==> config.mk <==
export PLATFORM = sky130hd
export DESIGN_NAME = data_mem_arbiter
export DESIGN_NICKNAME = d
export VERILOG_FILES = /design/src/rtl/data_mem_arbiter.sv
export SDC_FILE = /design/constraint.sdc
export NUM_CORES = 1
export LEC_CHECK = 0
export ABC_AREA = 0
export BUFFER_PORTS_ARGS = -buffer_cell sky130_fd_sc_hd__buf_2
export CORE_AREA = 4 4 116 118
export DETAILED_ROUTE_END_ITERATION = 12
export DIE_AREA = 0 0 120 122
export GPL_TIMING_DRIVEN = 0
export MAX_ROUTING_LAYER = met4
export SLEW_MARGIN = 20
export SYNTH_ARGS = -nofsm -noshare
export SYNTH_HDL_FRONTEND = slang
export SYNTH_SLANG_ARGS = --single-unit
==> constraint.sdc <==
create_clock -name clk -period 2.7 [get_ports clk]
set_input_delay 0.54 -clock clk [delete_from_list [all_inputs] [get_ports clk]]
set_output_delay 0.54 -clock clk [all_outputs]
set_load 0.1 [all_outputs]
==> src/rtl/data_mem_arbiter.sv <==
// rtl/data_mem_arbiter.sv - round-robin, burst-capped arbiter sharing one data memory port between two requesters
module data_mem_arbiter #(
  parameter int AW        = 32,
  parameter int DW        = 32,
  parameter int MAX_BURST = 4
) (
  input  logic          clk,
  input  logic          rst_n,
  input  logic          m0_req,
  input  logic          m0_we,
  input  logic [AW-1:0] m0_addr,
  input  logic [DW-1:0] m0_wdata,
  output logic          m0_gnt,
  output logic [DW-1:0] m0_rdata,
  output logic          m0_rvalid,
  input  logic          m1_req,
  input  logic          m1_we,
  input  logic [AW-1:0] m1_addr,
  input  logic [DW-1:0] m1_wdata,
  output logic          m1_gnt,
  output logic [DW-1:0] m1_rdata,
  output logic          m1_rvalid,
  output logic          mem_read,
  output logic          mem_write,
  output logic [AW-1:0] mem_addr,
  output logic [DW-1:0] mem_wdata,
  input  logic [DW-1:0] mem_rdata
);

  localparam int CW = $clog2(MAX_BURST + 1);
  localparam logic [CW-1:0] CNT_MAX = CW'(MAX_BURST);
  localparam logic [CW-1:0] CNT_ONE = CW'(1);

  logic          last_owner;
  logic [CW-1:0] burst_cnt;
  logic          keep_owner;

  // burst_cnt==0 means nobody has owned the memory yet, so the tie goes to
  // the port opposite last_owner (port 0 after reset).
  always_comb begin
    keep_owner = (burst_cnt != '0) && (burst_cnt < CNT_MAX);
    m0_gnt     = 1'b0;
    m1_gnt     = 1'b0;
    if (rst_n) begin
      if (m0_req && m1_req) begin
        m0_gnt = keep_owner ? ~last_owner : last_owner;
        m1_gnt = keep_owner ?  last_owner : ~last_owner;
      end else begin
        m0_gnt = m0_req;
        m1_gnt = m1_req;
      end
    end
  end

  always_comb begin
    mem_read  = 1'b0;
    mem_write = 1'b0;
    mem_addr  = '0;
    mem_wdata = '0;
    if (m0_gnt) begin
      mem_read  = ~m0_we;
      mem_write = m0_we;
      mem_addr  = m0_addr;
      mem_wdata = m0_wdata;
    end else if (m1_gnt) begin
      mem_read  = ~m1_we;
      mem_write = m1_we;
      mem_addr  = m1_addr;
      mem_wdata = m1_wdata;
    end
  end

  always_ff @(posedge clk or negedge rst_n) begin
    if (!rst_n) begin
      last_owner <= 1'b1;
      burst_cnt  <= '0;
    end else if (m0_gnt || m1_gnt) begin
      if (m1_gnt == last_owner) begin
        if (burst_cnt < CNT_MAX) burst_cnt <= burst_cnt + CNT_ONE;
      end else begin
        last_owner <= m1_gnt;
        burst_cnt  <= CNT_ONE;
      end
    end
  end

  always_ff @(posedge clk or negedge rst_n) begin
    if (!rst_n) begin
      m0_rdata  <= '0;
      m0_rvalid <= 1'b0;
      m1_rdata  <= '0;
      m1_rvalid <= 1'b0;
    end else begin
      m0_rvalid <= m0_gnt & ~m0_we;
      m1_rvalid <= m1_gnt & ~m1_we;
      if (m0_gnt && !m0_we) m0_rdata <= mem_rdata;
      if (m1_gnt && !m1_we) m1_rdata <= mem_rdata;
    end
  end

endmodule

==> impl_metrics.ini <==
[floorplan]
dieWidth_um = 120
top_level_ports = 300
rows = 41
starting_density_of_the_core_pct = 28.3
die-height_um = 122
die-area_um2 = 14600
core-area_um2 = 12500

[placement]
numPortBuffers = 297
detailedPlacementHpwl_um = 12100
gp_routability_congestion = 0.874
placed_area_um2 = 5490

[clock_tree]
clock_pin_slew_on_the_worst_setup_and_hold_paths_ps = 50
worst_skew_pair.late_latency_ps = 320
cts_htree_levels = 3
cts.path.max_buffers = 2
cts_root_buf = sky130_fd_sc_hd__clkbuf_16
cts_num_sinks = 70
tritoncts = done
cts_made_buffers = 9

[sta]
grt_setup_unrepaired = yes
part_of_the_cycle_the_worst_path_needs_pct = 109
shortest_period_the_worst_path_allows_ps = 2930
max-slew-margin-rel_pct = 66.0
finClkSkew_ps = 3.36
timing.fmax_mhz = 341
timing.final.max_slew_violations = 0
finalHoldViolCount = 0
worst_slack_ps = -230
setup_viol = 65
max_slew.worst_pin.slew_ps = 513

[yosys]
yosysUniqueCellTypes = 28
post_synthesis_cell_count = 260
ys_seq_elements = 70
most_area_consuming_cells_after_synthesis = sky130_fd_sc_hd__dfrtp_1 (49%), sky130_fd_sc_hd__a22o_1 (16%), sky130_fd_sc_hd__mux2_4 (12%)
yosys_warnings = 0
area_share_of_the_largest_cell_type_after_synthesis_pct = 48.9
mappedNetlistNets = 428
synth.yosys.seq_area_share_pct = 49.7
netlist.top_cell.by_area = sky130_fd_sc_hd__dfrtp_1
syn_area_per_cell_um2 = 13.6
post_synth_instance_area_um2 = 3530

[hold_path]
hold_path_class = in -> async

[worst_setup_path]
worst_setup_path_start_kind = register
cp.buffers_inverters = 4
max_stage_delay_ps = 500
slowest_stage = sky130_fd_sc_hd__or4b_1
crit_family = buffers and inverters
critical_path_class = reg -> out
cp.arrival_ps = 2390
critical_path.endpoint_type = primary output
cp_cell_sequence = inv_2 -> ha_4 -> or4b_1 -> o2111a_2 -> buf_8 -> clkbuf_8 -> a22o_2 -> buf_12
worst-endpoint-required_ps = 2160
cp_max_fo = 10

[routing]
route.final.wire_length_um = 15200
drt_iter0_markers = 146
vias = 3576
remaining_antenna_violation_count_after_routing = 0
drt_drc_violations_left = 0
detailedRoute.firstPassIterationCount = 4
routedWlPerCell_um = 19.9
via_per_inst = 4.69

[grt]
grtUsageTotal_pct = 20.1
grt_overflow = 0
grt_pass1_wl_um = 21800
initial_antenna_violation_count = 4
grt_pass1_vias = 3902
grt_max_degree = 63

[outcome]
outcome = finished with violations
violated_checks = setup timing

[finish]
most_frequent_cells_in_the_layout = sky130_fd_sc_hd__buf_2 (231), sky130_fd_sc_hd__dfrtp_1 (69), sky130_fd_sc_hd__buf_12 (38)
flow.area_growth_from_synthesis_pct = 98.1
layout.cell_area.non_filler_um2 = 6990
final_layout_size_suffix_gt1_share_pct = 78.7
mostFrequentLayoutCell = sky130_fd_sc_hd__buf_2
nets = 750

[flow_run]
maxCapViolCount = 0
==> cells in the mapped netlist <==
master                     count
sky130_fd_sc_hd__a21oi_1       2
sky130_fd_sc_hd__a22o_1       64
sky130_fd_sc_hd__a31oi_1       2
sky130_fd_sc_hd__a31oi_2       1
sky130_fd_sc_hd__buf_2         5
sky130_fd_sc_hd__buf_6         8
sky130_fd_sc_hd__clkbuf_1     12
sky130_fd_sc_hd__dfrtp_1      69
sky130_fd_sc_hd__dfstp_2       1
sky130_fd_sc_hd__ha_1          2
sky130_fd_sc_hd__inv_1         5
sky130_fd_sc_hd__mux2_1       28
sky130_fd_sc_hd__mux2_2        9
sky130_fd_sc_hd__mux2_4       28
sky130_fd_sc_hd__mux2i_1       1
sky130_fd_sc_hd__nand2_1       4
sky130_fd_sc_hd__nand2b_1      1
sky130_fd_sc_hd__nand3_1       1
sky130_fd_sc_hd__nor2_1        4
sky130_fd_sc_hd__nor2b_1       2
sky130_fd_sc_hd__o2111a_1      1
sky130_fd_sc_hd__o211ai_1      1
sky130_fd_sc_hd__o21a_1        1
sky130_fd_sc_hd__o21ai_0       4
sky130_fd_sc_hd__o22ai_1       1
sky130_fd_sc_hd__or2_2         1
sky130_fd_sc_hd__or3_1         1
sky130_fd_sc_hd__or4b_1        1
==> worst register-to-register path: cells and delay by family (launching register included) <==
family / cells / cell delay (ps)
simple gates: 2 / 630
buf+inv: 4 / 620
flops: 1 / 360
mux: 1 / 310
compound gates: 1 / 230
fa+ha+maj: 1 / 170
==> state kept, by name, summed over array words and instances (netlist names) <==
signal and cells:
m0_rdata 32, burst_cnt 3, m1_rvalid 1, last_owner 1, m1_rdata 32, m0_rvalid 1
==> through the flow <==
step / instances / setup TNS [ps] / hold slack [ps] / worst slack [ps] / utilization, %
finish: 763 / -10620 / 87.4 / -230 / 56.1
global route: 763 / -14820 / 82.8 / -289 / 56.1
CTS: 755 / -14060 / 63.2 / -260 / 54.1
detailed placement: 730 / -46120 / 419 / -968 / 44.0
global placement: 729 / -139710 / 464 / -1690 / 43.8
floorplan: 260 / -304 / 244 / -89.1 / -
==> worst paths after layout <==
path	from	end	slack, ps	cells past startpoint
setup / recovery	burst_cnt[1]$_DFFE_PN0P_	mem_wdata[21]	-230	8
hold / removal	rst_n	m0_rdata[10]$_DFFE_PN0P_	90	1
setup reg to reg	burst_cnt[1]$_DFFE_PN0P_	m1_rdata[2]$_DFFE_PN0P_	270	9
hold reg to reg	m0_rdata[17]$_DFFE_PN0P_	m0_rdata[17]$_DFFE_PN0P_	480	1
max in group asynchronous	rst_n	last_owner$_DFFE_PN1P_	2110	2
min in group clk	mem_rdata[10]	m0_rdata[10]$_DFFE_PN0P_	450	2
==> cells by family (layout without fill, tap and decap cells) <==
logic type               count (synthesis)  after routing  synth area share [%]
AND/OR/NAND/NOR                         15             15                  2.16
other                                    0              4                     0
adder cells (fa/ha/maj)                  2              2                 0.709
AO/OA/AOI/OAI                           77             77                  18.4
buffers and inverters                   30            357                  5.07
flip-flops                              70             70                  49.7
multiplexers                            66             66                  24.0
==> what timing repair did <==
| item | 4_1_cts | 5_1_grt |
|---|---|---|
| buffers inserted | 8 | 8 |
| gates resized for setup | 248 | 48 |
| gates cloned | 3 | 1 |
| endpoints found under the setup margin | 68 | 68 |
| pin swaps | 2 | 1 |
| hold buffers | 0 | 0 |
==> routing by layer <==
layer	vias to the layer above	part of all wire (%)	track usage (%)
met2	203	52	34.0
met4	0	4.0	10.0
met5	-	0	-
met1	1701	36	21.5
met3	30	8.0	6.17
li1	1642	-	-
==> final cells by class <==
type | count | area [um^2]
tap | 172 | 215
clock inverter | 3 | 18.8
fill | 1038 | 5480
multi-input combinational | 160 | 1980
timing repair buffer | 316 | 2500
antenna | 4 | 10.0
buffer | 20 | 238
clock buffer | 13 | 260
sequential | 70 | 1750
inverter | 5 | 18.8
Power is left out: the tool's default activity adds up to more than one toggle a clock period on the data nets, which glitch-free logic cannot reach.
